## src/rtl/ti_quad_eval_pipe.sv

```systemverilog
// ti_quad_eval_pipe: two-stage pipelined evaluator of N_OUT quadratic boolean functions over one N_IN-bit share
module ti_quad_eval_pipe #(
  parameter int N_IN = 16,
  parameter int N_OUT = 1,
  localparam int TERMS = 1 + N_IN + N_IN*(N_IN-1)/2,
  localparam int NT = N_OUT*TERMS,
  localparam int AW = $clog2(NT)
) (
  input  logic             clk,
  input  logic             rst_n,
  input  logic [N_IN-1:0]  in_data,
  input  logic             in_valid,
  output logic             in_ready,
  output logic [N_OUT-1:0] out_data,
  output logic             out_valid,
  input  logic             out_ready,
  input  logic             cfg_we,
  input  logic [AW-1:0]    cfg_addr,
  input  logic             cfg_data,
  output logic             cfg_ready,
  output logic             cfg_err
);
  logic [NT-1:0] r_coef;
  logic [N_OUT*N_IN-1:0] r_s1, w_s1;
  logic [N_OUT-1:0] r_out, w_s2;
  logic r_v1, r_v2, r_err;
  logic w_adv, w_acc, w_empty, w_wr_ok;
  assign w_adv = !r_v2 | out_ready;
  assign in_ready = rst_n & w_adv & !cfg_we;
  assign w_acc = in_valid & in_ready;
  assign w_empty = !r_v1 & !r_v2;
  assign cfg_ready = rst_n & w_empty & !in_valid;
  // a same-cycle input is refused whenever cfg_we is high, so only in-flight vectors block a write
  assign w_wr_ok = w_empty & ({1'b0, cfg_addr} < (AW+1)'(NT));
  assign out_data = r_out;
  assign out_valid = r_v2;
  assign cfg_err = r_err;
  // each stage-1 bit only gathers terms owned by row i, so rows first meet behind the register
  always_comb begin
    w_s1 = '0;
    for (int j = 0; j < N_OUT; j++)
      for (int i = 0; i < N_IN; i++) begin
        w_s1[j*N_IN+i] = r_coef[j*TERMS+1+i] & in_data[i];
        for (int k = i + 1; k < N_IN; k++)
          w_s1[j*N_IN+i] ^= in_data[i] & in_data[k] & r_coef[j*TERMS+N_IN+1+i*(2*N_IN-i-1)/2+k-i-1];
      end
  end
  always_comb begin
    w_s2 = '0;
    for (int j = 0; j < N_OUT; j++)
      w_s2[j] = r_coef[j*TERMS] ^ (^r_s1[j*N_IN +: N_IN]);
  end
  always_ff @(posedge clk or negedge rst_n) begin
    if (!rst_n) begin
      r_coef <= '0;
      r_s1 <= '0;
      r_out <= '0;
      r_v1 <= 1'b0;
      r_v2 <= 1'b0;
      r_err <= 1'b0;
    end else begin
      if (w_adv) begin
        r_v1 <= w_acc;
        r_v2 <= r_v1;
        r_s1 <= w_s1;
        r_out <= w_s2;
      end
      if (cfg_we && w_wr_ok) r_coef[cfg_addr] <= cfg_data;
      else if (cfg_we) r_err <= 1'b1;
    end
  end
endmodule

```

## config.mk

```make
export PLATFORM = sky130hd
export DESIGN_NAME = ti_quad_eval_pipe
export DESIGN_NICKNAME = d
export VERILOG_FILES = /design/src/rtl/ti_quad_eval_pipe.sv
export SDC_FILE = /design/constraint.sdc
export NUM_CORES = 1
export LEC_CHECK = 0
export CAP_MARGIN = 5
export CORE_MARGIN = 8
export CORE_UTILIZATION = 39
export CTS_CLUSTER_SIZE = 12
export DETAILED_ROUTE_END_ITERATION = 7
export GPL_TIMING_DRIVEN = 0
export PLACE_DENSITY = 0.63
export RECOVER_POWER = 25
export SETUP_SLACK_MARGIN = 0.1
export SLEW_MARGIN = 10
export SYNTH_ARGS = -nofsm -noshare
export SYNTH_HDL_FRONTEND = slang
export SYNTH_SLANG_ARGS = --single-unit
```

## constraint.sdc

```tcl
create_clock -name clk -period 3 [get_ports clk]
set_clock_uncertainty 0.15 [all_clocks]
set_input_delay 0.6 -clock clk [delete_from_list [all_inputs] [get_ports clk]]
set_output_delay 0.6 -clock clk [all_outputs]
set_load 0.005 [all_outputs]
```

== Yosys cells after proc, flatten, opt, wreduce, memory -nomap -nowiden ==
Cells that the tools add are included.

* Register bits: 157
* Bits of input ports: 30
* Output and inout port bits: 5
* Logic and storage cells: 406

* Magnitude comparators: 3
* Muxes and demuxes: 3
* Bitwise operators: 386
* Reduce and logical (&&, ||, !) cells: 8

{| class="wikitable"
|+ Operators by type and width
! operator !! count
|-
| $and 1x1->1 || 263
|-
| $bwmux 137 || 1
|-
| $xor 1x1->1 || 121
|-
| $reduce_xor 16->1 || 1
|-
| $lt 8x9->1 const B || 1
|-
| $demux 1 s8 || 1
|-
| $ge 8x1->1 const B || 1
|-
| $lt 8x8->1 const B || 1
|-
| $logic_not 1->1 || 4
|-
| $logic_and 1x1->1 || 2
|-
| $reduce_and 2->1 || 1
|-
| $mux 1 || 1
|-
| $not 1->1 || 1
|-
| $or 1x1->1 || 1
|}

== Depth between registers and ports, before layout ==
Gate-level depths: netlist of run 1.

* Word-level depth: 17
* Depth in mapped cells: 9
* Depth with buffers taken out: 6

== Worst setup path after synthesis of run 1 ==
Ideal clock, no wire load.

* Path type: input -> register
* Start point: input port cfg_addr[6]
* End point: register r_coef[112]
* Library setup time: 128 ps
* Arrival: 2334 ps
* Data required time: 2722 ps
* Setup slack: 388 ps
* Stages: 9
* Buffers on the path: 3
* Path through: buf_4 -> nor3_4 -> o211ai_2 -> or3_1 -> buf_2 -> or3_1 -> buf_2 -> nor2_1 -> mux2_1

* Cells in the longest elaborated chain, start to end: 5
* Elaborated cells on any way between the ends: 9
* Classes of those cells: order compare (3); mux (3); bitwise (1); reduce/logical (2)

{| class="wikitable"
|+ RTL lines
! element !! line !! RTL
|-
| start, declared || 18 || <nowiki>input logic [AW-1:0] cfg_addr,</nowiki>
|-
| $lt 8x9->1 (implied by the code) / $ge 8x1->1 (equally long branches) || 68 || <nowiki>if (cfg_we && w_wr_ok) r_coef[cfg_addr] <= cfg_data;</nowiki>
|-
| $logic_and 1x1->1 (implied by the code) || 68 ||
|-
| $mux 1 (implied by the code) || 68 ||
|-
| $demux 1 s8 || 68 ||
|-
| $bwmux 137 || 68 ||
|-
| end signal, assigned by index || 68 ||
|-
| end, declared || 23 || <nowiki>logic [NT-1:0] r_coef;</nowiki>
|}

Parallel ways exist; a longest one is shown, timed or not.
A chain may end at the register's enable or synchronous reset.

== Worst setup path after layout of run 1 ==
* Start point: input port cfg_addr[5]
* End point: register r_coef[64]

Same word-level chain as after synthesis.

==> results by stage, run 1 <==
Status:
- The flow ran to the end, but the final reports show violations.
- The checks that failed: negative hold slack, max-capacitance violations, max-slew violations.

Floorplanning:
- The initial utilization of the core area, before any placement, comes to 39.9%.
- From bottom edge to top edge, the die measures 163 µm.
- The horizontal extent of the die is 163 µm.
- The count of pins on the block boundary is 35.
- The number of standard-cell rows in the floorplan is 53.
- The die covers 0.0265 mm².
- The placeable core area is 0.0211 mm².

Global route:
- Global routing used 17.8% of the available tracks.
- The first-pass GRT wire length is 35.4 mm.
- Entering global routing, the biggest net connects 60 pins.
- The total overflow left after global routing is 0.
- The initial antenna violation count is 0.
- The via count of the first global-routing pass is 5957.

Power:
- The net load switching power is 0.00120 W.
- The switching share of power is 24.0%.
- The reported leakage power is 4.14 nW.
- For this design the ratio of total power to cell area is 511 mW/mm².
- The design draws 0.00498 W.
- The fraction of power consumed by combinational cells is 10.4%.
- The clock power share is 45.0%.
- The worst ir drop on vdd is 291 µV.
- The cell internal power dissipation is 0.00378 W.
- Of the total power, registers draw 44.6%.

Logic synthesis:
- By area the synthesized netlist is led by dfrtp_1 (47%), mux2_2 (17%), nand2_1 (11%).
- For this run, asynchronously set or reset flops after synthesis account for 100%.
- The combined area of all synthesized cells is 0.00840 mm².
- In this run, distinct cell masters in the synthesized netlist total 32.
- In this run, synthesis produced a sequential element count of 157.
- In the synthesized netlist, the number of instances is 846.
- The sequential element share of the synthesized area is 46.7%.
- In the synthesized netlist the dominant register cell turns out to be dfrtp_1.
- The Yosys step of the flow raised 0 warnings.
- The net count of the mapped netlist is 876.
- After synthesis, the largest area contributor takes up 46.7% of total cell area.
- The synthesized design spends more area on one cell type than any other, namely dfrtp_1.
- A synthesized cell averages 9.93 µm².
- The commonest cells after synthesis are nand2_1 (243), dfrtp_1 (157), mux2_2 (130).
- Counting flops with a built-in enable in the synthesized netlist gives 0.
- The most frequently used cell type in the post-synthesis netlist is nand2_1.

Cells and area:
- Of the cells placed in the final design, the portion with a size suffix greater than 1 is 20.3%.
- The number of diodes added for antenna fixing is 0.
- With fillers left out, the area of the finished cells amounts to 0.00974 mm².
- Once layout is complete, the cells apart from fillers number 1182.
- The net count of the finished layout is 925.
- The area growth from synthesis to layout is 15.9%.

CTS:
- The tree is rooted in a clkbuf_16.
- The number of buffers on the longest clock path is 2.
- The clock latency on the worst-skew pair is 0.43 ns.
- After clock tree synthesis, the clock-pin slew on the worst setup and hold paths is 0.06 ns.
- TritonCTS built the clock tree.
- CTS built an H-tree with a depth of 4.
- The count of clock tree sinks is 157.
- Buffers inserted during clock tree synthesis total 17.

Timing:
- The maximum clock frequency is 348 MHz.
- The number of hold violations in the final report came to 14.
- The worst path uses 95.8% of the clock period.
- Headroom to the max-slew limit came out at -1.14%.
- The clock period could shrink to 2.87 ns.
- Final hold analysis gives a worst-case slack of -0.0183 ns.
- The worst path meets setup with 0.125 ns of slack.
- The count of pins over their slew limit is 60.
- Setup violations remaining at the end of the flow were counted as 0.
- Setup repair after global routing left no endpoint under its margin.
- At the pin with the least slew margin, the transition time is 1.52 ns.

Critical path:
- The number of buffer and inverter instances along the worst setup path is 3.
- The classification of the worst setup path is input port to register.
- The cell family contributing the most delay on the critical path is simple AND/OR/NAND/NOR gates.
- The endpoint class of the critical path is a register.
- The capturing point of the worst reg2reg path is r_coef[64]$_DFFE_PN0P_.
- The register-to-register setup slack is 0.26 ns.
- The required time of the worst setup path is 3.16 ns.
- The data arrival time of the worst path is 3.04 ns.
- The logic depth of the worst register-to-register path is 8.
- The top fanout value on the critical path is 9.
- The largest single stage delay on the critical path is 0.50 ns.
- The signal on the critical path passes through clkdlybuf4s50_1 > nor3_4 > o211ai_2 > or3_1 > buf_2 > or3_1 > buf_2 > nor2_1 > mux2_1.
- The category of the worst setup path launch point is an input port.
- The beginning of the worst register-to-register path is out_valid$_DFFE_PN0N_.
- The slowest cell on the critical path is clkdlybuf4s50_1.

Placed design:
- The last weighted congestion value of the routability-driven placer is 0.838.
- In this run, placement finished with an instance count of 1148.
- The setup slack at placement is -0.546 ns.
- The wire-length estimate of the detail-placed layout is 15.7 mm.
- The count of buffers from port buffering is 25.
- In this run the cell area measured after placement is 0.00905 mm².

Detailed routing:
- The pre-antenna-repair detailed-routing pass consisted of 5 iterations.
- The via density per instance is 5.09.
- The total via count in the routed design is 6011.
- The aggregate routed wire length is 23.1 mm.
- Dividing the detail-routed wire length by the instance count gives 19.6 µm.
- In this run the remaining antenna-violating nets after routing total 0.
- The number of DRC markers after the initial detailed-route iteration is 494.
- After detailed routing, the number of remaining DRC violations is 0.

Run:
- Max-cap violations in this run came to 1.

Min path:
- The min-delay analysis places its worst path in the category input port to async pin.
## cell usage in the layout (no fill, tap or decap), types with 2 or more instances in the layout
cell type | synthesis | final
o21ai_0 | 10 | 10
nand2b_1 | 8 | 8
buf_4 | 1 | 2
xor2_1 | 32 | 32
and3_1 | 2 | 2
clkinv_2 | 0 | 2
xnor2_1 | 102 | 102
bufinv_16 | 0 | 3
buf_2 | 2 | 2
clkbuf_1 | 35 | 36
nor2b_1 | 5 | 5
nand3_1 | 6 | 6
mux2_2 | 130 | 130
o31ai_1 | 6 | 6
nor2_2 | 6 | 3
or3_1 | 2 | 2
clkbuf_8 | 0 | 4
nor2_4 | 0 | 3
nand2_1 | 243 | 243
clkbuf_2 | 1 | 5
nor3_2 | 0 | 3
clkbuf_16 | 0 | 17
mux2_1 | 7 | 7
clkdlybuf4s50_1 | 0 | 24
nor2_1 | 69 | 69
inv_1 | 6 | 6
dfrtp_1 | 157 | 157
## area by class of cell
| type | instances | area [µm²] |
|---|---|---|
| buffer | 40 | 161 |
| clock buffer | 25 | 495 |
| clock inverter | 6 | 108 |
| fill | 1994 | 11300 |
| inverter | 6 | 22.5 |
| multi-input combinational | 643 | 4340 |
| sequential | 157 | 3930 |
| tap | 275 | 344 |
| timing repair buffer | 30 | 344 |
## metrics by stage
step,TNS (ns),util [%],hold slack (ns)
final,0,46.2,-0.0183
after global routing,0,46.2,0.00134
after CTS,0,46.2,0.000103
after detailed placement,-31.05,42.9,0.298
after global placement,-912.81,42.7,0.291
after floorplan,0,-,0.154
## timing repair
item | in CTS | in global routing
endpoints found under the hold margin | 59 | 0
pin swaps | 1 | 0
cloned | 1 | 0
endpoints found under the setup margin | 42 | 13
setup buffers | 1 | 0
gates resized for setup | 6 | 8
hold buffers | 1 | 0
## worst max path at each step
stage / startpoint / endpoint / cells past startpoint
finish: cfg_addr[5] / r_coef[64]$_DFFE_PN0P_ / 9
floorplan: cfg_addr[6] / r_coef[112]$_DFFE_PN0P_ / 9
global route: cfg_addr[5] / r_coef[64]$_DFFE_PN0P_ / 9
detailed placement: cfg_addr[4] / r_coef[21]$_DFFE_PN0P_ / 7
global placement: rst_n / r_coef[105]$_DFFE_PN0P_ / 1
CTS: out_ready / in_ready / 5
## power groups by stage
stage | registers (W) | clock network, W | logic, W
floorplan | 0.00225 | 0 | 0.000287
global placement | 0.00226 | 0 | 0.000497
detailed placement | 0.00226 | 0 | 0.000508
CTS | 0.00222 | 0.00227 | 0.000525
global route | 0.00223 | 0.00235 | 0.000558
finish | 0.00222 | 0.00224 | 0.000517
## worst reg2reg max path, stage by stage (launching register included)
cell      delay, ns
dfrtp_1        0.42
nor2_1         0.31
o211ai_2       0.19
or3_1          0.32
buf_2          0.16
or3_1          0.29
buf_2          0.21
nor2_1         0.22
mux2_1         0.35
## sequential cells by signal (all words and copies together) (netlist names)
register   count
cfg_err        1
out_data       1
out_valid      1
r_coef       137
r_s1          16
r_v1           1
## per-layer routing
metal  wire [µm]  up-vias  share of wire, %  GRT usage, %
li1            -     2829                 -             -
met1       10700     2984                46          24.0
met2       10600      155                46          28.2
met3        1110       43               4.8          2.86
met4         758        0               3.3          7.42
met5           0        -                 0             0
## kinds of logic (layout without fill, tap and decap cells)
family | after synthesis | in the layout | synth area share [%]
AOI/OAI and AO/OA | 19 | 19 | 1.47
and+or+nand+nor | 352 | 352 | 17.0
muxes | 137 | 137 | 18.4
DFF | 157 | 157 | 46.7
xor gates and xnor gates | 135 | 135 | 14.2
buffers and inverters | 46 | 107 | 2.14
No activity file was read; power rests on OpenSTA's default activity.
==> run 2, diff against run 1 <==
--- a/config.mk
+++ b/config.mk
@@ -12,7 +12,6 @@
 export DETAILED_ROUTE_END_ITERATION = 7
 export GPL_TIMING_DRIVEN = 0
 export PLACE_DENSITY = 0.63
-export RECOVER_POWER = 25
 export SETUP_SLACK_MARGIN = 0.1
 export SLEW_MARGIN = 10
 export SYNTH_ARGS = -nofsm -noshare
==> run 2 against run 1 <==
  * The flow finishes with violations (negative hold slack)
  * Clock power about the same
  * Wire length about the same
  * Final cell count did not move
  * Die area unchanged
  * Setup slack barely moved
  * First-iteration DRC count unchanged
  * Non-clock buffer count unchanged
  * Maximum frequency is essentially flat
  * Critical endpoint unchanged
  * Largest power group unchanged
==> results by stage, run 2 (synthesis gave the netlist of run 1 again) <==
Timing:
- The number of hold violations in the final report came to 4 (was 14).
- The maximum clock frequency came to 348 MHz (about the same).
- The slew at the pin closest to its max-slew limit is 1.21 ns (was 1.52 ns).
- The post-layout worst setup margin is 0.125 ns (about the same).
- The final critical path time including I/O delays and setup is 2.87 ns (about the same).
- The minimum hold slack is -0.0114 ns (was -0.0183 ns).
- The count of pins over their slew limit is 0 (was 60).
- The count of final setup violators came to 0 (unchanged).
- The final clock period utilization by the worst path was 95.8% (about the same).
- RSZ-0062 raised after global routing: no (unchanged).
- The headroom to the max-slew limit was 19.4% (was -1.14%).

Detailed routing:
- The number of DRC markers after the initial detailed-route iteration came to 494 (unchanged).
- The residual DRC count came to 0 (unchanged).
- The aggregate routed wire length is 23.1 mm (about the same).
- The first-pass iteration count of the detailed router is 6 (was 5).
- The via density per instance came to 5.06 (was 5.09).
- The routed wire length per instance was 19.6 µm (about the same).
- The total via count in the routed design is 5983 (was 6011).
- The number of nets still failing antenna checks after routing is 0 (unchanged).

Placed design:
- The post-DP HPWL is 15.7 mm (unchanged).
- The setup slack at placement came to -0.546 ns (unchanged).
- The count of buffers from port buffering was 25 (unchanged).
- The last weighted congestion value of the routability-driven placer is 0.838 (unchanged).

Global route:
- The first-pass GRT wire length came to 35.4 mm (unchanged).
- The final global-route overflow total came to 0 (unchanged).
- The pin count of the biggest net entering global routing is 60 (unchanged).
- The via count of the first global-routing pass is 5957 (unchanged).
- The initial antenna violation count is 0 (unchanged).
- The global router's overall resource usage came to 17.8% (unchanged).

Floorplanning:
- The starting density of the core was 39.9% (unchanged).
- The floorplan die height is 163 µm (unchanged).
- The number of standard-cell rows in the floorplan came to 53 (unchanged).
- The horizontal extent of the die is 163 µm (unchanged).
- The placeable core area is 0.0211 mm² (unchanged).
- The count of pins on the block boundary is 35 (unchanged).
- The die area is 0.0265 mm² (unchanged).

Status:
- Violated checks: negative hold slack (was negative hold slack, max-capacitance violations, max-slew violations).
- Result of the run: complete, but fails checks (unchanged).

Power:
- The fraction of power consumed by combinational cells was 10.5% (was 10.4%).
- The power per standard cell area is 510 mW/mm² (was 511 mW/mm²).
- The reported leakage power is 4.15 nW (was 4.14 nW).
- The worst ir drop on vdd was 292 µV (was 291 µV).
- The switching share of power is 24.0% (about the same).
- The net load switching power was 0.00120 W (about the same).
- The clock power share is 45.0% (about the same).
- The cell internal power dissipation is 0.00379 W (was 0.00378 W).
- The sequential group share of total power is 44.5% (was 44.6%).

Cells and area:
- The number of diodes added for antenna fixing was 0 (unchanged).
- The register area is 0.00393 mm² (unchanged).
- The most common cell after layout, fill and taps aside is nand2_1 (unchanged).
- The share of layout cells above drive strength 1 is 20.3% (unchanged).
- The area added between synthesis and finish is 16.2% (was 15.9%).
- The register ranked first by flip-flop count is r_coef (unchanged).
- The net count of the finished layout is 925 (unchanged).
- Top Registers: r_coef: 137 flops, r_s1: 16 flops (unchanged).
- The number of filler instances in the final layout is 1991 (was 1994).
- The area used by multi-input combinational logic was 0.00434 mm² (unchanged).
- Commonest non-fill, non-tap cells in the layout: nand2_1 (243), dfrtp_1 (157), mux2_2 (130), xnor2_1 (102), nor2_1 (69) (unchanged).
- The number of flip-flops under the largest register name is 137 (unchanged).

CTS:
- The number of buffers on the longest clock path is 2 (unchanged).
- The number of levels the H-tree was split into is 4 (unchanged).
- The count of clock tree sinks is 157 (unchanged).
- The root buffer cell was clkbuf_16 (unchanged).
- The clock-pin transition on the worst setup and hold timing paths came to 0.06 ns (about the same).
- The TritonCTS clock tree is done (unchanged).
- The clock latency on the worst-skew pair is 0.43 ns (about the same).
- The TritonCTS buffer count came to 17 (unchanged).

Critical path:
- The logic depth of the worst register-to-register path is 8 (unchanged).
- The required time of the worst setup path is 3.16 ns (about the same).
- The slowest cell on the critical path is clkdlybuf4s50_1 (unchanged).
- The data arrival time of the worst path is 3.04 ns (about the same).
- The capturing instance or port of the critical path is r_coef[64]$_DFFE_PN0P_ (unchanged).
- The register-to-register setup slack came to 0.26 ns (about the same).
- The first element of the critical path is cfg_addr[5] (unchanged).
- The number of buffer and inverter instances along the worst setup path is 3 (unchanged).
- The endpoint class of the critical path is a register (unchanged).
- The capturing point of the worst reg2reg path is r_coef[64]$_DFFE_PN0P_ (unchanged).
- The beginning of the worst register-to-register path is out_valid$_DFFE_PN0N_ (unchanged).
- The classification of the worst setup path is input port to register (unchanged).
- The cell family contributing the most delay on the critical path is simple AND/OR/NAND/NOR gates (unchanged).
- The top fanout value on the critical path came to 9 (unchanged).
- The category of the worst setup path launch point is an input port (unchanged).
- The number of cells on the critical path is 9 (unchanged).
- The highest cell delay on the worst timing path is 0.50 ns (about the same).
- Ordered list of cells on the worst path: clkdlybuf4s50_1 > nor3_4 > o211ai_2 > or3_1 > buf_2 > or3_1 > buf_2 > nor2_1 > mux2_1 (unchanged).

Run:
- The total of max-cap violations is 0 (was 1).

Min path:
- The path category of the worst min-delay check is input port to async pin (unchanged).
## run 2: layout make-up
type	count	share of cell area, %
Buffer	40	1.65
Clock buffer	25	5.07
Clock inverter	6	1.10
Inverter	6	0.231
Multi-Input combinational cell	643	44.4
Sequential cell	157	40.2
Tap cell	275	3.52
Timing Repair Buffer	30	3.75
## run 2: how the worst min path moves through the flow
stage	from	end	slack, ns	cells past startpoint
2_1_floorplan	rst_n	cfg_err$_DFFE_PN0P_	0.15	0
3_3_place_gp	cfg_err$_DFFE_PN0P_	cfg_err$_DFFE_PN0P_	0.29	1
3_5_place_dp	cfg_err$_DFFE_PN0P_	cfg_err$_DFFE_PN0P_	0.30	1
4_1_cts	rst_n	r_coef[21]$_DFFE_PN0P_	0.0001	2
5_1_grt	rst_n	r_coef[19]$_DFFE_PN0P_	0.009	2
6_report	rst_n	r_coef[21]$_DFFE_PN0P_	-0.01	2
## run 2: worst register-to-register path, stage by stage, from the launching register on
cell,delay (ns)
dfrtp_1,0.42
nor2_1,0.30
o211ai_2,0.19
or3_1,0.32
buf_2,0.16
or3_1,0.30
buf_2,0.21
nor2_1,0.22
mux2_1,0.35
## run 2: power by group through the flow
stage	Sequential (W)	Clock [W]	Combinational, W
after floorplan	0.00225	0	0.000287
after global placement	0.00226	0	0.000497
after detailed placement	0.00226	0	0.000508
after CTS	0.00222	0.00227	0.000525
after global routing	0.00223	0.00235	0.000562
final	0.00222	0.00224	0.000521
## run 2: routing by layer
metal | share of wire, % | GRT usage (%) | vias up
met5 | 0 | 0 | -
met4 | 3.1 | 7.42 | 0
met3 | 4.4 | 2.86 | 42
met2 | 46 | 28.2 | 140
met1 | 47 | 24.0 | 2970
li1 | - | - | 2831
## run 2: what timing repair did
action	4_1_cts	5_1_grt
pin swaps	1	0
resized for setup	6	8
hold buffers	1	0
gates cloned	1	0
setup buffers	1	0
setup endpoints to repair	42	13
hold endpoints to repair	59	0
## run 2: through the flow
stage | std cells | util (%) | area, µm² | setup TNS (ns) | power (W)
floorplan | 846 | - | 8400 | 0 | 0.00254
CTS | 1182 | 46.2 | 9750 | 0 | 0.00501
global placement | 1146 | 42.7 | 9000 | -912.81 | 0.00275
detailed placement | 1148 | 42.9 | 9050 | -31.05 | 0.00277
global route | 1182 | 46.3 | 9770 | 0 | 0.00514
finish | 1182 | 46.3 | 9770 | 0 | 0.00498
